## src/rtl/gpmc_pkg.sv

```systemverilog
// Shared GPMC definitions: bus width, master state encoding, strobe idle levels.
// No logic; constants and a counter-width helper only.
// No flow control of its own.
package gpmc_pkg;

    localparam int GPMC_AD_WIDTH = 16;

    typedef enum logic [1:0] {
        ST_IDLE = 2'd0,
        ST_ADDR = 2'd1,
        ST_DATA = 2'd2,
        ST_TURN = 2'd3
    } gpmc_state_t;

    localparam logic CSN_IDLE   = 1'b1;
    localparam logic ADVN_IDLE  = 1'b1;
    localparam logic WEIN_IDLE  = 1'b1;
    localparam logic OEN_IDLE   = 1'b1;
    localparam logic AD_OE_IDLE = 1'b0;

    // Bits needed to hold wait counts 0..max_wait (at least one bit).
    function automatic int cnt_width(input int max_wait);
        return (max_wait < 1) ? 1 : $clog2(max_wait + 1);
    endfunction

endpackage

```

## src/rtl/gpmc_sync_master_if.sv

```systemverilog
// Request/response port plus GPMC pad-side signals of the synchronous GPMC master.
// Pure wiring, no latency.
// Request side is valid/ready; the GPMC side has no backpressure.
interface gpmc_sync_master_if
    import gpmc_pkg::*;
#(
    parameter int ADDR_WIDTH = 4
);
    logic                     req_valid;
    logic                     req_ready;
    logic                     req_we;
    logic [ADDR_WIDTH-1:0]    req_addr;
    logic [GPMC_AD_WIDTH-1:0] req_wdata;
    logic                     rsp_valid;
    logic [GPMC_AD_WIDTH-1:0] rsp_rdata;
    logic                     gpmc_clk;
    logic                     gpmc_csn;
    logic                     gpmc_advn;
    logic                     gpmc_wein;
    logic                     gpmc_oen;
    logic [GPMC_AD_WIDTH-1:0] gpmc_ad_out;
    logic                     gpmc_ad_oe;
    logic [GPMC_AD_WIDTH-1:0] gpmc_ad_in;

    modport master (
        input  req_valid, req_we, req_addr, req_wdata, gpmc_ad_in,
        output req_ready, rsp_valid, rsp_rdata, gpmc_clk, gpmc_csn, gpmc_advn,
               gpmc_wein, gpmc_oen, gpmc_ad_out, gpmc_ad_oe
    );

    modport slave (
        output req_valid, req_we, req_addr, req_wdata, gpmc_ad_in,
        input  req_ready, rsp_valid, rsp_rdata, gpmc_clk, gpmc_csn, gpmc_advn,
               gpmc_wein, gpmc_oen, gpmc_ad_out, gpmc_ad_oe
    );

endinterface

```

## src/rtl/gpmc_sync_master.sv

```systemverilog
// Synchronous GPMC initiator: single-beat muxed address/data reads and writes, gpmc_clk = clk/2.
// Latency: accept to rsp_valid is 4+2*WAIT clk; accepts spaced 6+2*WAIT clk.
// req_ready only in IDLE while gpmc_clk is low; one request in flight, no queueing.
module gpmc_sync_master
    import gpmc_pkg::*;
#(
    parameter int ADDR_WIDTH = 4,
    parameter int DATA_WIDTH = 16,
    parameter int RD_WAIT    = 0,
    parameter int WR_WAIT    = 0
) (
    input  logic                clk,
    input  logic                rst_n,
    gpmc_sync_master_if.master  bus
);

    localparam int WAIT_MAX = (RD_WAIT > WR_WAIT) ? RD_WAIT : WR_WAIT;
    localparam int CNT_W    = cnt_width(WAIT_MAX);
    localparam logic [CNT_W-1:0] RD_CNT = CNT_W'(RD_WAIT);
    localparam logic [CNT_W-1:0] WR_CNT = CNT_W'(WR_WAIT);

    gpmc_state_t              state_q, state_d;
    logic                     gclk_q;
    logic [CNT_W-1:0]         cnt_q, cnt_d;
    logic                     we_q, we_d;
    logic [DATA_WIDTH-1:0]    wdata_q, wdata_d;
    logic                     csn_q, csn_d, advn_q, advn_d;
    logic                     wein_q, wein_d, oen_q, oen_d;
    logic                     ad_oe_q, ad_oe_d;
    logic [GPMC_AD_WIDTH-1:0] ad_out_q, ad_out_d;
    logic                     rsp_valid_q, rsp_valid_d;
    logic [DATA_WIDTH-1:0]    rdata_q, rdata_d;
    logic                     rise;
    logic                     req_ready;

    // The next clk edge sets gpmc_clk, so every bus change lands on a rise edge.
    assign rise      = ~gclk_q;
    assign req_ready = (state_q == ST_IDLE) && ~gclk_q;

    always_comb begin
        state_d     = state_q;
        cnt_d       = cnt_q;
        we_d        = we_q;
        wdata_d     = wdata_q;
        csn_d       = csn_q;
        advn_d      = advn_q;
        wein_d      = wein_q;
        oen_d       = oen_q;
        ad_oe_d     = ad_oe_q;
        ad_out_d    = ad_out_q;
        rsp_valid_d = 1'b0;
        rdata_d     = rdata_q;
        case (state_q)
            ST_IDLE: begin
                if (bus.req_valid && req_ready) begin
                    state_d  = ST_ADDR;
                    we_d     = bus.req_we;
                    wdata_d  = DATA_WIDTH'(bus.req_wdata);
                    csn_d    = 1'b0;
                    advn_d   = 1'b0;
                    wein_d   = WEIN_IDLE;
                    oen_d    = OEN_IDLE;
                    ad_oe_d  = 1'b1;
                    ad_out_d = GPMC_AD_WIDTH'(bus.req_addr);
                end
            end
            ST_ADDR: begin
                if (rise) begin
                    state_d = ST_DATA;
                    advn_d  = ADVN_IDLE;
                    if (we_q) begin
                        wein_d   = 1'b0;
                        ad_oe_d  = 1'b1;
                        ad_out_d = GPMC_AD_WIDTH'(wdata_q);
                        cnt_d    = WR_CNT;
                    end else begin
                        oen_d   = 1'b0;
                        ad_oe_d = 1'b0;
                        cnt_d   = RD_CNT;
                    end
                end
            end
            ST_DATA: begin
                if (rise) begin
                    if (cnt_q == '0) begin
                        state_d     = ST_TURN;
                        csn_d       = CSN_IDLE;
                        wein_d      = WEIN_IDLE;
                        oen_d       = OEN_IDLE;
                        ad_oe_d     = AD_OE_IDLE;
                        rsp_valid_d = 1'b1;
                        if (!we_q) rdata_d = DATA_WIDTH'(bus.gpmc_ad_in);
                    end else begin
                        cnt_d = cnt_q - CNT_W'(1);
                    end
                end
            end
            ST_TURN: state_d = ST_IDLE;
            default: state_d = ST_IDLE;
        endcase
    end

    always_ff @(posedge clk or negedge rst_n) begin
        if (!rst_n) begin
            state_q     <= ST_IDLE;
            gclk_q      <= 1'b0;
            cnt_q       <= '0;
            we_q        <= 1'b0;
            wdata_q     <= '0;
            csn_q       <= CSN_IDLE;
            advn_q      <= ADVN_IDLE;
            wein_q      <= WEIN_IDLE;
            oen_q       <= OEN_IDLE;
            ad_oe_q     <= AD_OE_IDLE;
            ad_out_q    <= '0;
            rsp_valid_q <= 1'b0;
            rdata_q     <= '0;
        end else begin
            state_q     <= state_d;
            gclk_q      <= ~gclk_q;
            cnt_q       <= cnt_d;
            we_q        <= we_d;
            wdata_q     <= wdata_d;
            csn_q       <= csn_d;
            advn_q      <= advn_d;
            wein_q      <= wein_d;
            oen_q       <= oen_d;
            ad_oe_q     <= ad_oe_d;
            ad_out_q    <= ad_out_d;
            rsp_valid_q <= rsp_valid_d;
            rdata_q     <= rdata_d;
        end
    end

    assign bus.req_ready   = req_ready;
    assign bus.rsp_valid   = rsp_valid_q;
    assign bus.rsp_rdata   = GPMC_AD_WIDTH'(rdata_q);
    assign bus.gpmc_clk    = gclk_q;
    assign bus.gpmc_csn    = csn_q;
    assign bus.gpmc_advn   = advn_q;
    assign bus.gpmc_wein   = wein_q;
    assign bus.gpmc_oen    = oen_q;
    assign bus.gpmc_ad_out = ad_out_q;
    assign bus.gpmc_ad_oe  = ad_oe_q;

endmodule

```

## src/flat_wrapper.sv

```systemverilog
// flat-port wrapper written by rule: the top's interface ports become plain ports
module gpmc_sync_master_flat import gpmc_pkg::*;
#(
    parameter int ADDR_WIDTH = 4,
    parameter int DATA_WIDTH = 16,
    parameter int RD_WAIT    = 0,
    parameter int WR_WAIT    = 0
)
  (clk, rst_n, bus_req_valid, bus_req_we, bus_req_addr, bus_req_wdata, bus_gpmc_ad_in, bus_req_ready, bus_rsp_valid, bus_rsp_rdata, bus_gpmc_clk, bus_gpmc_csn, bus_gpmc_advn, bus_gpmc_wein, bus_gpmc_oen, bus_gpmc_ad_out, bus_gpmc_ad_oe);
  gpmc_sync_master_if #(.ADDR_WIDTH(ADDR_WIDTH)) bus_i ();
  input  logic clk;
  input  logic rst_n;
  input wire logic [$bits(bus_i.req_valid)-1:0] bus_req_valid;
  input wire logic [$bits(bus_i.req_we)-1:0] bus_req_we;
  input wire logic [$bits(bus_i.req_addr)-1:0] bus_req_addr;
  input wire logic [$bits(bus_i.req_wdata)-1:0] bus_req_wdata;
  input wire logic [$bits(bus_i.gpmc_ad_in)-1:0] bus_gpmc_ad_in;
  output wire logic [$bits(bus_i.req_ready)-1:0] bus_req_ready;
  output wire logic [$bits(bus_i.rsp_valid)-1:0] bus_rsp_valid;
  output wire logic [$bits(bus_i.rsp_rdata)-1:0] bus_rsp_rdata;
  output wire logic [$bits(bus_i.gpmc_clk)-1:0] bus_gpmc_clk;
  output wire logic [$bits(bus_i.gpmc_csn)-1:0] bus_gpmc_csn;
  output wire logic [$bits(bus_i.gpmc_advn)-1:0] bus_gpmc_advn;
  output wire logic [$bits(bus_i.gpmc_wein)-1:0] bus_gpmc_wein;
  output wire logic [$bits(bus_i.gpmc_oen)-1:0] bus_gpmc_oen;
  output wire logic [$bits(bus_i.gpmc_ad_out)-1:0] bus_gpmc_ad_out;
  output wire logic [$bits(bus_i.gpmc_ad_oe)-1:0] bus_gpmc_ad_oe;
  assign bus_i.req_valid = bus_req_valid;
  assign bus_i.req_we = bus_req_we;
  assign bus_i.req_addr = bus_req_addr;
  assign bus_i.req_wdata = bus_req_wdata;
  assign bus_i.gpmc_ad_in = bus_gpmc_ad_in;
  assign bus_req_ready = bus_i.req_ready;
  assign bus_rsp_valid = bus_i.rsp_valid;
  assign bus_rsp_rdata = bus_i.rsp_rdata;
  assign bus_gpmc_clk = bus_i.gpmc_clk;
  assign bus_gpmc_csn = bus_i.gpmc_csn;
  assign bus_gpmc_advn = bus_i.gpmc_advn;
  assign bus_gpmc_wein = bus_i.gpmc_wein;
  assign bus_gpmc_oen = bus_i.gpmc_oen;
  assign bus_gpmc_ad_out = bus_i.gpmc_ad_out;
  assign bus_gpmc_ad_oe = bus_i.gpmc_ad_oe;
  gpmc_sync_master #(.ADDR_WIDTH(ADDR_WIDTH), .DATA_WIDTH(DATA_WIDTH), .RD_WAIT(RD_WAIT), .WR_WAIT(WR_WAIT)) u_core (.clk(clk), .rst_n(rst_n), .bus(bus_i));
endmodule
```

## config.mk

```make
export PLATFORM = sky130hd
export DESIGN_NAME = gpmc_sync_master_flat
export DESIGN_NICKNAME = d
export VERILOG_FILES = /design/src/rtl/gpmc_pkg.sv /design/src/rtl/gpmc_sync_master_if.sv /design/src/rtl/gpmc_sync_master.sv /design/src/flat_wrapper.sv
export SDC_FILE = /design/constraint.sdc
export NUM_CORES = 1
export LEC_CHECK = 0
export BUFFER_PORTS_ARGS = -buffer_cell sky130_fd_sc_hd__buf_2
export CORE_ASPECT_RATIO = 1.1
export CORE_MARGIN = 2
export CORE_UTILIZATION = 49
export CTS_BUF_LIST = sky130_fd_sc_hd__clkbuf_4 sky130_fd_sc_hd__clkbuf_8 sky130_fd_sc_hd__clkbuf_16
export DETAILED_ROUTE_END_ITERATION = 10
export HOLD_SLACK_MARGIN = 0.08
export PLACE_DENSITY = 0.78
export RECOVER_POWER = 25
export SLEW_MARGIN = 5
export SYNTH_ARGS = -nofsm -noshare
export SYNTH_HDL_FRONTEND = slang
export SYNTH_SLANG_ARGS = --single-unit
```

## constraint.sdc

```tcl
create_clock -name clk -period 2.75 [get_ports clk]
set_clock_uncertainty 0.15 [all_clocks]
set_input_delay 0.6875 -clock clk [delete_from_list [all_inputs] [get_ports clk]]
set_output_delay 0.6875 -clock clk [all_outputs]
set_load 0.01 [all_outputs]
```

==> Word-level counts from Yosys, hierarchy flattened <==
Index checks and enable logic that the tools add are counted.
{ "totals": {"output_inout_bits": 40, "regBits": 59, "input_bits": 40} }
{ "op_classes": {"add_sub_neg": 1, "eq_ne": 9, "n_reduce_logical": 17, "bitwise_logic": 3, "n_mux": 34} }
{ "ops": {"columns": ["op", "n"], "rows": [
  ["two-way mux 16 bit", 3],
  ["one-hot mux 16 bit (2 select lines)", 1],
  ["two-way mux 1 bit", 19],
  ["AND reduction 4 bit", 4],
  ["AND reduction 6 bit", 2],
  ["inequality test 2 bit, second input constant", 5],
  ["one-hot mux 1 bit (3 select lines)", 3],
  ["two-way mux 2 bit", 4],
  ["one-hot mux 2 bit (4 select lines)", 1],
  ["one-hot mux 1 bit (2 select lines)", 3],
  ["AND reduction 3 bit", 2],
  ["nonzero test 2 bit", 3],
  ["AND reduction 5 bit", 1],
  ["equality test 2 bit, second input constant", 2],
  ["inverter 1 bit", 3],
  ["nonzero test 3 bit", 1],
  ["equality test 2 x 1 -> 1 bit, second input constant", 1],
  ["logical AND 1 bit", 2],
  ["zero test 2 bit", 1],
  ["inequality test 2 x 1 -> 1 bit, second input constant", 1],
  ["AND reduction 2 bit", 1],
  ["subtractor 1 bit, second input constant", 1]
]} }

==> Logic depth before layout (Yosys ltp) <==
Gate-level depths: netlist of run 1.
{ "depth": {"depth_word": 5, "depth_mapped": 7, "depth_no_buf": 5} }

==> Worst setup path before layout of run 1 <==
Ideal clock, no wire load.
{ "synth_timing": {"path_kind": "register -> register", "startpoint": "register u_core.state_q[0]", "endpoint": "register u_core.ad_out_q[10] (netlist: u_core.bus.gpmc_ad_out[10])", "required_ns": 2.479, "synth_period_minus_slack_ns": 2.062, "arrival_time_ns": 1.791, "stages_incl_launch_ff": 8, "path_buffers": 2, "path_slack_ns": 0.688, "cell_sequence": "dfrtp_1 -> inv_1 -> ha_1 -> nor2b_4 -> or4_4 -> buf_6 -> buf_6 -> a22o_1"} }
{ "synth_via": {"elab_chain_len": 5, "word_cells_on_any_way": 10, "classes_between": "eq/ne: 4; mux: 1; reduce/logical: 5"} }
{ "synth_rtl": {"columns": ["element", "line", "source"], "rows": [
  ["start: declaration", "gpmc_sync_master.sv:22", "gpmc_state_t state_q, state_d;"],
  ["start signal: assignment", "gpmc_sync_master.sv:119", "state_q <= state_d;"],
  ["zero test 2 bit", "gpmc_sync_master.sv:38, gpmc_sync_master.sv:53", null],
  ["logical AND 1 bit", "gpmc_sync_master.sv:38", "assign req_ready = (state_q == ST_IDLE) && ~gclk_q;"],
  ["logical AND 1 bit", "gpmc_sync_master.sv:55", "if (bus.req_valid && req_ready) begin"],
  ["inequality test 2 bit (no line)", null, null],
  ["AND reduction 4 bit (no line)", null, null],
  ["end signal: assignment", "gpmc_sync_master.sv:129", "ad_out_q <= ad_out_d;"],
  ["end: declaration", "gpmc_sync_master.sv:30", "logic [GPMC_AD_WIDTH-1:0] ad_out_q, ad_out_d;"]
]} }
Several ways; a longest one is shown, not always the timed one.
A chain may end at the register's enable or synchronous reset.

==> Final worst setup path of run 1 <==
{ "layout_timing": {"startpoint": "register u_core.state_q[1]", "endpoint": "register u_core.ad_oe_q (netlist: u_core.bus.gpmc_ad_oe)"} }
{ "layout_via": {"elab_chain_len": 5, "word_cells_on_any_way": 12, "classes_between": "eq/ne: 6; mux: 1; reduce/logical: 5"} }
{ "layout_rtl": {"columns": ["element", "line", "source"], "rows": [
  ["zero test 2 bit", "gpmc_sync_master.sv:38, gpmc_sync_master.sv:53", null],
  ["logical AND 1 bit", "gpmc_sync_master.sv:38", null],
  ["logical AND 1 bit", "gpmc_sync_master.sv:55", null],
  ["inequality test 2 bit (no line)", null, null],
  ["AND reduction 5 bit (no line)", null, null],
  ["end signal: assignment", "gpmc_sync_master.sv:128", "ad_oe_q <= ad_oe_d;"],
  ["end: declaration", "gpmc_sync_master.sv:29", "logic ad_oe_q, ad_oe_d;"]
]} }
Several ways; a longest one is shown, not always the timed one.

==> metrics.md, run 1 <==
| Metric | Value |
|---|---|
| Final Net Count | 289 |
| Top cells by area, synth | dfrtp_1 58%, mux2_2 20%, dfstp_2 4.5% |
| CP Launch Type | flip-flop |
| Clk_lat worst skew | 0.32 ns |
| Pre-CTS setup slack | 0.524 ns |
| Post-route DRC violation count | 0 |
| Routability Congestion | 0.810 |
| Area leader, netlist | dfrtp_1 |
| Syn nets | 203 |
| First-pass GRT wire length | 7560 µm |
| Core area | 4620 µm² |
| Clock-pin slew on the worst setup and hold paths | 0.06 ns |
| Post-route ant nets | 0 |
| Largest net degree at the start of global routing | 22 |
| Ys Warns | 0 |
| # resized after CTS | 0 |
| Initial antenna violation count | 0 |
| Total congestion overflow | 0 |
| Max Root-Sink Buffers | 2 |
| Fin. Hold Viols | 0 |
| Via Count | 1,577 |
| Power Dens Cells | 1160 nW/µm² |
| I/O pin count | 80 |
| Count of cell types in the netlist | 24 |
| H-tree levels | 3 |
| Layout cells sized above 1 | 58.8% |
| Root Driver | clkbuf_8 |
| Cell count after synthesis | 159 |
| Clock buffer count from CTS | 9 |
| Setup crit end kind | flip-flop |
| DR pass1 iterations | 4 |
| Setup TNS Final | 0 ns |
| Port bufs | 79 |
| Vias per std cell | 5.15 |
| Syn Std Cell Area | 2340 µm² |
| Worst-margin pin slew | 1.07 ns |
| Slowest-stage cell, CP | o31ai_1 |
| Syn_area_per_cell | 14.7 µm² |
| Worst-path cell chain | inv_1 -> ha_1 -> o31ai_1 -> nand3b_1 -> mux2_2 |
| Post-synth EDFFs | 0 |
| Detail Placement HPWL | 3210 µm |
| Register area share after synthesis | 62.1% |
| Vert. Die Dim | 76.5 µm |
| Unrepaired setup endpoints after global routing | no |
| Worst vdd ir | 0.585 mV |
| Synthesis-stage register bit count | 58 |
| DRT iter0 DRCs | 54 |
| Hold Crit Class | flip-flop to flip-flop |
| WP data required | 2.81 ns |
| CTS tree | yes |
| FFs w/ async S/R, synth | 100% |
| Fillers | 371 |
| Cts hold-fix bufs | 0 |
| Setup ws final | 0.482 ns |
| Status | complete, no violations |
| Critical Path AT | 2.33 ns |
| Most used DFF post-synth | dfrtp_1 |
| Die Width | 69.9 µm |
| Setup CP Type | flip-flop to flip-flop |
| CP max stage delay | 0.63 ns |
| Syn-to-layout area delta | 27.8% |
| Ant. Diodes | 0 |
| Vias in the first global route | 1,574 |
| Drt total wl | 4440 µm |
| Post-CTS Setup Repair Bufs | 0 |
| GRT Total Usage | 18.5% |
| Hold_ws | 0.335 ns |
| Starting density of the core | 50.7% |
| Max Fclk | 0.441 GHz |
| Min Tclk post-route | 2.27 ns |
| Max Slew Vio Count | 0 |
| Clock sinks | 58 |
| Worst rel slew slack | 29.0% |
| Yosys top cell area share | 57.7% |
| Setup Viol. Count Final | 0 |
| Leakage | 1.47 nW |
| WL/cell | 14.5 µm |
| Maxcap violations | 0 |
| Die area | 5350 µm² |
| Final period util | 82.5% |
| Worst Path Max Fanout | 13 |
| Row count | 26 |
==> final cells by class <==
| class | instances | area [µm²] | share of cell area, % |
|---|---|---|---|
| Sequential cell | 58 | 1460 | 48.6 |
| Multi-Input combinational cell | 88 | 817 | 27.3 |
| Timing Repair Buffer | 84 | 428 | 14.3 |
| Clock buffer | 14 | 174 | 5.81 |
| Tap cell | 56 | 70.1 | 2.34 |
| Clock inverter | 2 | 35.0 | 1.17 |
| Inverter | 4 | 15.0 | 0.501 |
==> synthesized netlist by cell type (2+ instances only) <==
| master | number |
|---|---|
| nor2_1 | 5 |
| dfrtp_1 | 54 |
| a22o_1 | 12 |
| inv_1 | 4 |
| dfstp_2 | 4 |
| clkbuf_1 | 2 |
| o2bb2ai_1 | 2 |
| nand3b_1 | 2 |
| ha_1 | 4 |
| nor2b_1 | 4 |
| mux2_2 | 42 |
| a21oi_1 | 7 |
| buf_6 | 2 |
| buf_2 | 5 |
==> through the flow <==
stage | util [%] | std cells | total power [mW] | instance area (µm²)
finish | 64.8 | 306 | 3.46 | 3000
global route | 64.8 | 306 | 3.70 | 3000
CTS | 65.0 | 306 | 3.50 | 3000
detailed placement | 60.4 | 290 | 2.68 | 2790
global placement | 60.4 | 290 | 2.63 | 2790
floorplan | - | 159 | 2.22 | 2340
==> where the power goes <==
part	internal (mW)	switching, mW
combinational	0.620	0.529
clock	0.497	0.302
sequential	1.28	0.230
total	2.40	1.06
==> critical path, delay by kind of cell (launching register included) <==
family                   cells  cell delay [ns]
AO/OA/AOI/OAI                1             0.63
buffers and inverters        1             0.09
flip-flops                   1             0.38
AND/OR/NAND/NOR              1             0.24
multiplexers                 1             0.31
adder cells (fa/ha/maj)      1             0.36
==> layout by cell type (no fill, tap or decap), drive strengths merged, types with 4 or more instances in the layout <==
master	n
nor2b	5
mux2	42
buf	82
a22o	12
ha	4
clkbuf	16
inv	4
nor2	5
a21oi	7
dfstp	4
dfrtp	54
==> state kept, by name, summed over array words and instances (netlist names) <==
register                flops
u_core.state_q              2
u_core.bus.gpmc_csn         1
u_core.bus.rsp_rdata       16
u_core.bus.gpmc_advn        1
u_core.bus.gpmc_ad_out     16
u_core.bus.gpmc_clk         1
u_core.bus.gpmc_oen         1
u_core.we_q                 1
u_core.bus.gpmc_wein        1
u_core.wdata_q             16
u_core.bus.gpmc_ad_oe       1
u_core.bus.rsp_valid        1
==> final timing paths <==
check	from	endpoint	slack [ns]	depth (start not counted)
min in group asynchronous	rst_n	u_core.bus.rsp_rdata[7]	0.39	1
hold reg to reg	u_core.wdata_q[9]	u_core.bus.gpmc_ad_out[9]	0.34	1
max in group asynchronous	rst_n	u_core.wdata_q[12]	0.69	2
setup / recovery	u_core.state_q[1]	u_core.bus.gpmc_ad_oe	0.48	5
setup reg to reg	u_core.state_q[1]	u_core.bus.gpmc_ad_oe	0.48	5
hold / removal	u_core.wdata_q[9]	u_core.bus.gpmc_ad_out[9]	0.34	1
==> cell families after synthesis <==
logic type,Yosys count,share of synthesized area (%)
adder cells (fa/ha/maj),4,2.14
multiplexers,42,20.2
AND/OR/NAND/NOR,18,4.80
buffers and inverters,13,2.99
AO/OA/AOI/OAI,24,7.74
flip-flops,58,62.1
==> per-layer routing <==
| metal | routed length [µm] | vias up | global-route usage [%] |
|---|---|---|---|
| met4 | 93 | 0 | 11.3 |
| met5 | 0 | - | 0 |
| li1 | - | 748 | - |
| met3 | 318 | 9 | 4.89 |
| met2 | 2010 | 64 | 26.5 |
| met1 | 2020 | 756 | 25.0 |
No activity file was read; power rests on OpenSTA's default activity.
==> run 2, diff against run 1 <==
- clock period: 2.75 -> 2.2 ns (I/O delays scaled with it)
==> run 2 against run 1 <==
Effect of this change:
- largest power group unchanged
- combinational power increased by 27%
- cell count rose by 0.65%
- sequential cell count unchanged
==> metrics.md, run 2 (synthesis gave the netlist of run 1 again) <==
| Metric | Value |
|---|---|
| Clk_lat worst skew | 0.32 ns |
| Die Width | 69.9 µm |
| Maxcap violations | 0 |
| Worst Hold Endpoint | u_core.wdata_q[10] |
| Part of the power in the clock network | 21.1% |
| Reg-to-reg critical path endpoint | u_core.bus.gpmc_ad_out[1] |
| GRT Total Usage | 17.9% |
| Leakage | 1.47 nW |
| Most frequent cells in the layout | 78 x buf_2, 54 x dfrtp_1, 42 x mux2_2 |
| Vias in the first global route | 1,647 |
| CP max stage delay | 0.40 ns |
| Starting density of the core | 50.7% |
| Ant. Diodes | 0 |
| First-pass GRT wire length | 7450 µm |
| Detail Placement HPWL | 3170 µm |
| Min Tclk post-route | 2.08 ns |
| Worst rel slew slack | 32.5% |
| Max Root-Sink Buffers | 2 |
| Reg2reg start | u_core.state_q[1] |
| CTS tree | yes |
| Root Driver | clkbuf_8 |
| CP Launch Type | flip-flop |
| Critical Path AT | 1.38 ns |
| DR pass1 iterations | 4 |
| Status | complete, no violations |
| Worst-path cell chain | inv_1 -> ha_2 -> nor2b_1 -> buf_2 |
| Setup crit end kind | primary output |
| Worst hold stages | 2 |
| Worst vdd ir | 0.667 mV |
| Post-route ant nets | 0 |
| Clock buffer count from CTS | 9 |
| Setup CP Type | flip-flop to primary output |
| Finished Layout Cells | 308 |
| Largest net degree at the start of global routing | 41 |
| Setup Viol. Count Final | 0 |
| Combinational share of power | 34.5% |
| DP Cell Count | 292 |
| Vert. Die Dim | 76.5 µm |
| Die area | 5350 µm² |
| WL/cell | 14.1 µm |
| Pint | 2.93 mW |
| Vias per std cell | 5.12 |
| Power Dens Cells | 1410 nW/µm² |
| Flop pwr share | 44.4% |
| Hold_ws | 0.301 ns |
| Psw | 1.30 mW |
| Final period util | 94.6% |
| Worst path bufs/invs | 2 |
| Via Count | 1,576 |
| Hold Crit Class | input pin to flip-flop |
| Fin. Hold Viols | 0 |
| Worst Path Max Fanout | 7 |
| Clock-pin slew on the worst setup and hold paths | 0.06 ns |
| Max Slew Vio Count | 0 |
| Critical Path Stages | 4 |
| Top delay family on crit path | flip-flops |
| Post-route DRC violation count | 0 |
| Reg2Reg Depth | 5 |
| Syn-to-layout area delta | 28.5% |
| Final Net Count | 292 |
| Row count | 26 |
| Fillers | 373 |
| Core area | 4620 µm² |
| Reg-to-reg slack, setup | 0.15 ns |
| Setup TNS Final | 0 ns |
| H-tree levels | 3 |
| WP data required | 1.50 ns |
| Initial antenna violation count | 0 |
| Layout cells sized above 1 | 59.5% |
| I/O pin count | 80 |
| Most common cell after layout, fill and taps aside | buf_2 |
| Total congestion overflow | 0 |
| Port bufs | 79 |
| Unrepaired setup endpoints after global routing | no |
| Drt total wl | 4330 µm |
| Routability Congestion | 0.819 |
| Switching share of power | 30.8% |
| Worst-margin pin slew | 1.01 ns |
| Slowest-stage cell, CP | dfrtp_1 |
| DRT iter0 DRCs | 45 |
| HP Start | bus_req_wdata[10] |
| Max Fclk | 0.481 GHz |
| Clock sinks | 58 |
[run 2: how the worst max path moves through the flow]
stage | slack (ns) | to | from
after global placement | 0.14 | u_core.bus.gpmc_ad_out[0] | u_core.state_q[0]
after detailed placement | 0.08 | u_core.bus.gpmc_ad_out[2] | u_core.state_q[0]
after floorplan | 0.14 | u_core.bus.gpmc_ad_out[10] | u_core.state_q[0]
after CTS | 0.05 | bus_req_ready | u_core.state_q[1]
after global routing | 0.04 | bus_req_ready | u_core.state_q[0]
final | 0.12 | bus_req_ready | u_core.state_q[1]
[run 2: power groups by stage]
stage / logic [mW] / clock network [mW] / registers (mW)
2_1_floorplan: 0.747 / 0 / 2.02
3_3_place_gp: 1.43 / 0 / 1.89
3_5_place_dp: 1.47 / 0 / 1.90
4_1_cts: 1.48 / 0.925 / 1.88
5_1_grt: 1.61 / 0.965 / 1.96
6_report: 1.46 / 0.895 / 1.88
[run 2: metal layers]
metal	vias to the layer above	global-route usage, %	routed length [µm]
li1	752	-	-
met1	747	23.7	2010
met2	68	25.2	1900
met3	9	6.75	336
met4	0	10.0	82
met5	-	0	0
[run 2: final cells by class]
cell class / instances / area (µm²) / share of cell area (%)
sequential: 58 / 1460 / 48.4
multi-input combinational: 88 / 820 / 27.2
timing repair buffer: 87 / 460 / 15.3
clock buffer: 13 / 179 / 5.94
tap: 56 / 70.1 / 2.33
inverter: 4 / 15.0 / 0.499
clock inverter: 2 / 10.0 / 0.333
[run 2: per-stage QoR]
step	util [%]	total power [mW]	setup slack [ns]	cell area, µm²
after global placement	61.0	3.32	0.136	2820
after CTS	65.3	4.28	0.0524	3020
final	65.2	4.23	0.119	3010
after floorplan	-	2.77	0.138	2340
after detailed placement	61.0	3.37	0.0772	2820
after global routing	65.2	4.54	0.0359	3010
[run 2: worst reg2reg max path: stages (launching register included)]
cell and delay, ns:
dfrtp_1 0.38, inv_1 0.09, ha_1 0.23, nor2b_1 0.16, or4_4 0.61, mux2_2 0.32
[run 2: timing repair]
| action | CTS | global route |
|---|---|---|
| hold endpoints to repair | 14 | 0 |
| hold buffers | 1 | 0 |
| gates resized for setup | 0 | 1 |
| endpoints found under the setup margin | 0 | 5 |
| setup buffers | 0 | 0 |
